$ cat config.mk
export PLATFORM = sky130hd
export DESIGN_NAME = sample_pacer
export DESIGN_NICKNAME = d
export VERILOG_FILES = /design/src/rtl/sample_pacer_pkg.sv /design/src/rtl/sample_fifo.sv /design/src/rtl/sample_pacer.sv
export SDC_FILE = /design/constraint.sdc
export NUM_CORES = 1
export LEC_CHECK = 0
export ABC_AREA = 1
export ABC_CLOCK_PERIOD_IN_PS = 2300
export CAP_MARGIN = 20
export CORE_MARGIN = 5
export CORE_UTILIZATION = 52
export CTS_CLUSTER_DIAMETER = 40
export DETAILED_ROUTE_END_ITERATION = 7
export PLACE_DENSITY = 0.86
export RECOVER_POWER = 25
export REMOVE_ABC_BUFFERS = 1
export SYNTH_ARGS = -nofsm -noshare
export SYNTH_HDL_FRONTEND = slang
export SYNTH_SLANG_ARGS = --single-unit
export TNS_END_PERCENT = 5
$ cat constraint.sdc
create_clock -name clock -period 2.3 [get_ports clock]
set_clock_uncertainty 0.15 [all_clocks]
set_input_delay 0.46 -clock clock [delete_from_list [all_inputs] [get_ports clock]]
set_output_delay 0.46 -clock clock [all_outputs]
set_load 0.02 [all_outputs]
$ cat src/rtl/sample_pacer_pkg.sv
// rtl/sample_pacer_pkg.sv - shared defaults and handshake state type for sample_pacer
// Contents:
//   DEF_SAMPLE_WIDTH, DEF_DEPTH, DEF_UNDERRUN_WIDTH - default parameter values
//   hs_state_t - CPU write handshake states (IDLE, ACK)
package sample_pacer_pkg;

  localparam int DEF_SAMPLE_WIDTH   = 16;
  localparam int DEF_DEPTH          = 8;
  localparam int DEF_UNDERRUN_WIDTH = 16;

  typedef enum logic {
    IDLE = 1'b0,
    ACK  = 1'b1
  } hs_state_t;

endpackage

$ cat src/rtl/sample_fifo.sv
// rtl/sample_fifo.sv - single-clock sample FIFO with registered occupancy
// Ports:
//   clock, reset_n   - rising-edge clock, asynchronous active-low reset
//   push, push_data  - write request and data (ignored when full)
//   pop              - read request (ignored when empty)
//   head             - entry at the read pointer, valid when not empty
//   full, empty      - occupancy flags derived from level
//   level            - registered occupancy after the last edge
module sample_fifo
  import sample_pacer_pkg::*;
#(
  parameter int WIDTH = DEF_SAMPLE_WIDTH,
  parameter int DEPTH = DEF_DEPTH
) (
  input  logic                         clock,
  input  logic                         reset_n,
  input  logic                         push,
  input  logic [WIDTH-1:0]             push_data,
  input  logic                         pop,
  output logic [WIDTH-1:0]             head,
  output logic                         full,
  output logic                         empty,
  output logic [$clog2(DEPTH+1)-1:0]   level
);

  localparam int PTR_W   = $clog2(DEPTH);
  localparam int LEVEL_W = $clog2(DEPTH+1);

  logic [WIDTH-1:0] mem [DEPTH];
  logic [PTR_W-1:0] wr_ptr;
  logic [PTR_W-1:0] rd_ptr;
  logic             do_push;
  logic             do_pop;

  assign full    = (level == LEVEL_W'(DEPTH));
  assign empty   = (level == '0);
  assign do_push = push & ~full;
  assign do_pop  = pop & ~empty;
  assign head    = mem[rd_ptr];

  // Storage carries no reset; only the pointers and level define validity.
  always_ff @(posedge clock) begin
    if (do_push) begin
      mem[wr_ptr] <= push_data;
    end
  end

  // Pointers are log2(DEPTH) bits, so they wrap naturally at DEPTH.
  always_ff @(posedge clock or negedge reset_n) begin
    if (!reset_n) begin
      wr_ptr <= '0;
      rd_ptr <= '0;
      level  <= '0;
    end else begin
      if (do_push) begin
        wr_ptr <= wr_ptr + PTR_W'(1);
      end
      if (do_pop) begin
        rd_ptr <= rd_ptr + PTR_W'(1);
      end
      case ({do_push, do_pop})
        2'b10:   level <= level + LEVEL_W'(1);
        2'b01:   level <= level - LEVEL_W'(1);
        default: level <= level;
      endcase
    end
  end

endmodule

$ cat src/rtl/sample_pacer.sv
// rtl/sample_pacer.sv - paces buffered CPU audio samples out on the 8.1 kHz tick
// Optional build macro: SAMPLE_PACER_MUTE_ON_UNDERRUN_EN (underrun loads silence)
// Ports:
//   clock, reset_n  - main clock, asynchronous active-low reset
//   tick_in         - asynchronous 8.1 kHz tick, synchronized internally
//   enable          - 1 paces samples out, 0 ignores ticks
//   command         - CPU four-phase write request, sample_in valid while high
//   sample_in       - write data
//   response        - handshake acknowledge
//   sample_out      - current sample to the speaker path
//   sample_strobe   - one-cycle pulse per accepted tick
//   fifo_level      - registered FIFO occupancy
//   underrun_count  - saturating count of ticks that found the FIFO empty
module sample_pacer
  import sample_pacer_pkg::*;
#(
  parameter int SAMPLE_WIDTH   = DEF_SAMPLE_WIDTH,
  parameter int DEPTH          = DEF_DEPTH,
  parameter int UNDERRUN_WIDTH = DEF_UNDERRUN_WIDTH
) (
  input  logic                        clock,
  input  logic                        reset_n,
  input  logic                        tick_in,
  input  logic                        enable,
  input  logic                        command,
  input  logic [SAMPLE_WIDTH-1:0]     sample_in,
  output logic                        response,
  output logic [SAMPLE_WIDTH-1:0]     sample_out,
  output logic                        sample_strobe,
  output logic [$clog2(DEPTH+1)-1:0]  fifo_level,
  output logic [UNDERRUN_WIDTH-1:0]   underrun_count
);

  logic s1, s2, s3;
  logic tick;
  logic pop;
  logic underrun;
  logic push;
  logic full;
  logic empty;
  logic [SAMPLE_WIDTH-1:0]   head;
  logic [SAMPLE_WIDTH-1:0]   underrun_fill;
  logic [UNDERRUN_WIDTH-1:0] underrun_next;
  hs_state_t                 state;
  hs_state_t                 state_next;

  // Synchronizer resets to all ones so a tick_in already high at reset
  // release never looks like a rising edge.
  always_ff @(posedge clock or negedge reset_n) begin
    if (!reset_n) begin
      s1 <= 1'b1;
      s2 <= 1'b1;
      s3 <= 1'b1;
    end else begin
      s1 <= tick_in;
      s2 <= s1;
      s3 <= s2;
    end
  end

  // enable gates only the detect cycle; the synchronizer runs regardless.
  assign tick     = s2 & ~s3 & enable;
  assign pop      = tick & ~empty;
  assign underrun = tick & empty;

  always_ff @(posedge clock or negedge reset_n) begin
    if (!reset_n) begin
      state <= IDLE;
    end else begin
      state <= state_next;
    end
  end

  // One FIFO write per handshake: the push happens only on the IDLE->ACK
  // transition, and a full FIFO keeps the request waiting in IDLE.
  always_comb begin
    state_next = state;
    push       = 1'b0;
    case (state)
      IDLE: begin
        if (command && !full) begin
          push       = 1'b1;
          state_next = ACK;
        end
      end
      ACK: begin
        if (!command) begin
          state_next = IDLE;
        end
      end
      default: state_next = IDLE;
    endcase
  end

  assign response = (state == ACK);

`ifdef SAMPLE_PACER_MUTE_ON_UNDERRUN_EN
  assign underrun_fill = '0;
`else
  assign underrun_fill = sample_out;
`endif

  always_comb begin
    underrun_next = underrun_count;
    if (underrun && (underrun_count != '1)) begin
      underrun_next = underrun_count + UNDERRUN_WIDTH'(1);
    end
  end

  always_ff @(posedge clock or negedge reset_n) begin
    if (!reset_n) begin
      sample_out     <= '0;
      sample_strobe  <= 1'b0;
      underrun_count <= '0;
    end else begin
      sample_strobe  <= tick;
      underrun_count <= underrun_next;
      if (pop) begin
        sample_out <= head;
      end else if (underrun) begin
        sample_out <= underrun_fill;
      end
    end
  end

  // No bypass: a push in the same cycle as an underrun tick lands in the FIFO.
  sample_fifo #(
    .WIDTH (SAMPLE_WIDTH),
    .DEPTH (DEPTH)
  ) u_fifo (
    .clock     (clock),
    .reset_n   (reset_n),
    .push      (push),
    .push_data (sample_in),
    .pop       (pop),
    .head      (head),
    .full      (full),
    .empty     (empty),
    .level     (fifo_level)
  );

endmodule

==> run_results.csv <==
group,metric,value,unit
pwr,combPwrFrac,33.8,%
synthesis,netlist_instances,677,
pwr,peakVddDrop,0.600,mV
global_routing,grtUsageTotal,20.6,%
critical_path,end_kind,"output port",
placed_design,io_buffers,58,
critical_path,slowest_delay,0.60,ns
cells_and_area,finalCoreUtilization,64.2,%
pwr,p_total,11.0,mW
global_routing,grt_pass1_wl,26200,um
synthesis,synth_area,0.00742,sq mm
route,wl_per_cell,17.1,um
cells_and_area,num-nets-final,787,
pwr,clkPwrFrac,27.0,%
sta,setup_viol,0,
floorplanning,boundaryPins,59,
global_routing,grt_max_degree,47,
pwr,p_int,7.19,mW
sta,slew_violations,0,
synthesis,ys_warn_count,0,
route,vias,5214,
global_routing,overflow,0,
route,drtIter0Drc,493,
synthesis,synth.distinct_cells,31,
cells_and_area,final_cell_count_no_fill,954,
pwr,p_seq_share,39.2,%
floorplanning,start_util,53.2,%
route,firstDrtPassIters,8,
cells_and_area,post_route_cells_drive_above_1_share,13.1,%
sta,finalHoldViolations,0,
sta,period_share,95.2,%
global_routing,antenna_found_initial,1,
synthesis,synth_seq_cells,175,
critical_path,path_class,"register to output port",
sta,finalCriticalPeriod,2.19,ns
clocking,htreeDepth,4,
floorplanning,rows,43,
critical_path,r2r_start,"u_fifo.level[1]$_DFFE_PN0P_",
sta,setup_ws,0.111,ns
clocking,clockBufferDepth,2,
floorplanning,core_region_area,0.0139,sq mm
critical_path,reg2regPathDepth,11,
pwr,power.density,1230,mW/mm^2
floorplanning,die_w,129,um
worst_hold_path,hp-start,"s1$_DFF_PN1_",
sta,relSlewSlack,67.0,%
sta,tightestPinTransition,0.495,ns
critical_path,cp-start-kind,"register",
critical_path,cp.arrival,1.58,ns
clocking,numCtsBuffers,17,
sta,fin_hold_ws,0.222,ns
critical_path,slowest_stage,"clkdlybuf4s50_1",
floorplanning,fp.dieArea,0.0168,sq mm
route,drc,0,
pwr,p_switching,3.80,mW
route,detail-route-antenna-nets,0,
worst_hold_path,hold_path_class,"register to register",
clocking,clock_latency,0.42,ns
clocking,clock-sinks,175,
critical_path,crit_family,"buffers and inverters",
clocking,cts_root_buf,"clkbuf_16",
placed_design,dp_cells,920,
clocking,cts_tree,"yes",
clocking,clk_pin_slew,0.06,ns
sta,fmax,0.457,GHz
placed_design,place_hpwl,10700,um
worst_hold_path,holdPathStages,0,
route,postRouteWirelength,16300,um
worst_hold_path,hold_end,"s2$_DFF_PN1_",
critical_path,cp_cell_sequence,"buf_4 > clkdlybuf4s50_1",
pwr,power_leakage,3.47,nW
status,outcome,"completed",
floorplanning,die_h,129,um
critical_path,r2r_end,"u_fifo.level[2]$_DFFE_PN0P_",
critical_path,cp-startpoint,"u_fifo.level[0]$_DFFE_PN0P_",
placed_design,place_ws,-0.145,ns
critical_path,worstPathMaxFanout,4,
synthesis,synth.yosys.seq_area_share,67.7,%
critical_path,reg2reg_slack,0.17,ns
synthesis,syn_area_per_cell,11.0,sq um
cells_and_area,syn2layout_area_growth,20.6,%
clocking,postCtsSetupBuffers,0,
critical_path,path_buf_inv,2,
placed_design,place.gp.congestion,0.872,
global_routing,grt_pass1_vias,5125,
critical_path,worst-endpoint-required,1.69,ns
route,vias_per_cell,5.47,
run,drv_cap,0,
pwr,swShare,34.5,%
## power by group through the flow
stage / clock, mW / sequential, mW / combinational, mW
after floorplan: 0 / 4.78 / 1.72
after global placement: 0 / 4.34 / 3.56
after detailed placement: 0 / 4.36 / 3.70
after CTS: 2.99 / 4.30 / 3.74
after global routing: 3.15 / 4.38 / 4.09
final: 2.96 / 4.31 / 3.71
## through the flow
step	setup TNS [ns]	area [sq um]
after floorplan	-11.36	7230
after global placement	-0.850	8310
after detailed placement	-1.87	8310
after CTS	0	8940
after global routing	-0.00744	8950
final	0	8950
## sequential cells by signal, summed over array words and instances (netlist names)
name,count
sample_strobe,1
s1,1
response,1
u_fifo.level,4
u_fifo.mem,128
s3,1
s2,1
underrun_count,16
u_fifo.wr_ptr,3
sample_out,16
u_fifo.rd_ptr,3
## routing by layer
metal	vias to the layer above	part of all wire (%)	global-route usage [%]
met5	-	0	0
met4	0	2.0	7.40
met3	28	6.8	4.00
met2	221	52	36.2
met1	2501	39	25.7
li1	2464	-	-
## cell type report
| cell class | instances | area (sq um) |
|---|---|---|
| multi-input cells | 444 | 2100 |
| flip-flops and latches | 175 | 5020 |
| well taps | 180 | 225 |
| diodes | 1 | 2.50 |
| clock buffers | 21 | 450 |
| clock inverters | 11 | 164 |
| repair buffers | 93 | 866 |
| inverters | 29 | 109 |
| fillers | 1037 | 4990 |
## cells in the mapped netlist
library cell | instances | share of area (%)
a211oi_1 | 1 | 0.10
a21oi_1 | 3 | 0.20
buf_1 | 1 | 0.051
buf_12 | 2 | 0.54
buf_2 | 11 | 0.74
buf_4 | 6 | 0.61
buf_6 | 1 | 0.15
clkbuf_1 | 8 | 0.40
clkinv_1 | 2 | 0.10
dfrtp_1 | 44 | 15
dfstp_2 | 3 | 1.1
edfxtp_1 | 128 | 52
ha_1 | 6 | 1.0
inv_1 | 24 | 1.2
inv_2 | 3 | 0.15
nand2_1 | 103 | 5.2
nand2_2 | 12 | 1.0
nand2_4 | 3 | 0.46
nand3_1 | 59 | 4.0
nand3_2 | 3 | 0.40
nand3b_1 | 1 | 0.10
nand4_1 | 4 | 0.34
nor2_1 | 153 | 7.7
nor2_2 | 4 | 0.34
nor2_4 | 2 | 0.30
o21ai_0 | 67 | 4.5
o21ai_1 | 2 | 0.13
o21ai_2 | 7 | 0.83
or2_2 | 1 | 0.084
xnor2_1 | 2 | 0.24
xor2_1 | 11 | 1.3
## what timing repair did
action	CTS	global route
resized for setup	0	1
setup endpoints to repair	0	1
hold endpoints to repair	14	0
hold buffers	1	0
## worst reg2reg max path, stage by stage (launching register included)
cell and delay (ns):
dfrtp_1 0.47, nor2_4 0.16, nand3_1 0.11, nand3_2 0.16, ha_1 0.24, nand2_1 0.07, inv_1 0.07, nor2_1 0.05
ha_1 0.17, a21oi_1 0.14, xor2_1 0.14, o21ai_0 0.08
## how the worst max path moves through the flow
stage	depth (start not counted)	endpoint
after floorplan	5	sample_out[14]$_DFFE_PN0P_
after global placement	13	u_fifo.level[2]$_DFFE_PN0P_
after detailed placement	13	u_fifo.level[2]$_DFFE_PN0P_
after CTS	1	underrun_count[2]
after global routing	11	u_fifo.level[2]$_DFFE_PN0P_
final	2	fifo_level[0]
## logic make-up after synthesis
group | share of synthesized area [%]
flip-flops | 67.7
XOR/XNOR | 1.54
adder cells (fa/ha/maj) | 1.01
AND/OR/NAND/NOR | 20.0
AO/OA/AOI/OAI | 5.79
buffers and inverters | 3.96
## layout by cell type (no fill, tap or decap), types with 6 or more instances in the layout
master / count
nand2_1: 103
xor2_1: 11
edfxtp_1: 128
nor2_1: 153
clkbuf_16: 17
dlygate4sd3_1: 15
o21ai_0: 67
o21ai_2: 7
nand3_1: 59
inv_1: 24
ha_1: 6
clkdlybuf4s50_1: 43
nand2_2: 12
dfrtp_1: 43
buf_4: 32
Note: power is estimated with default switching activity, not from simulation.
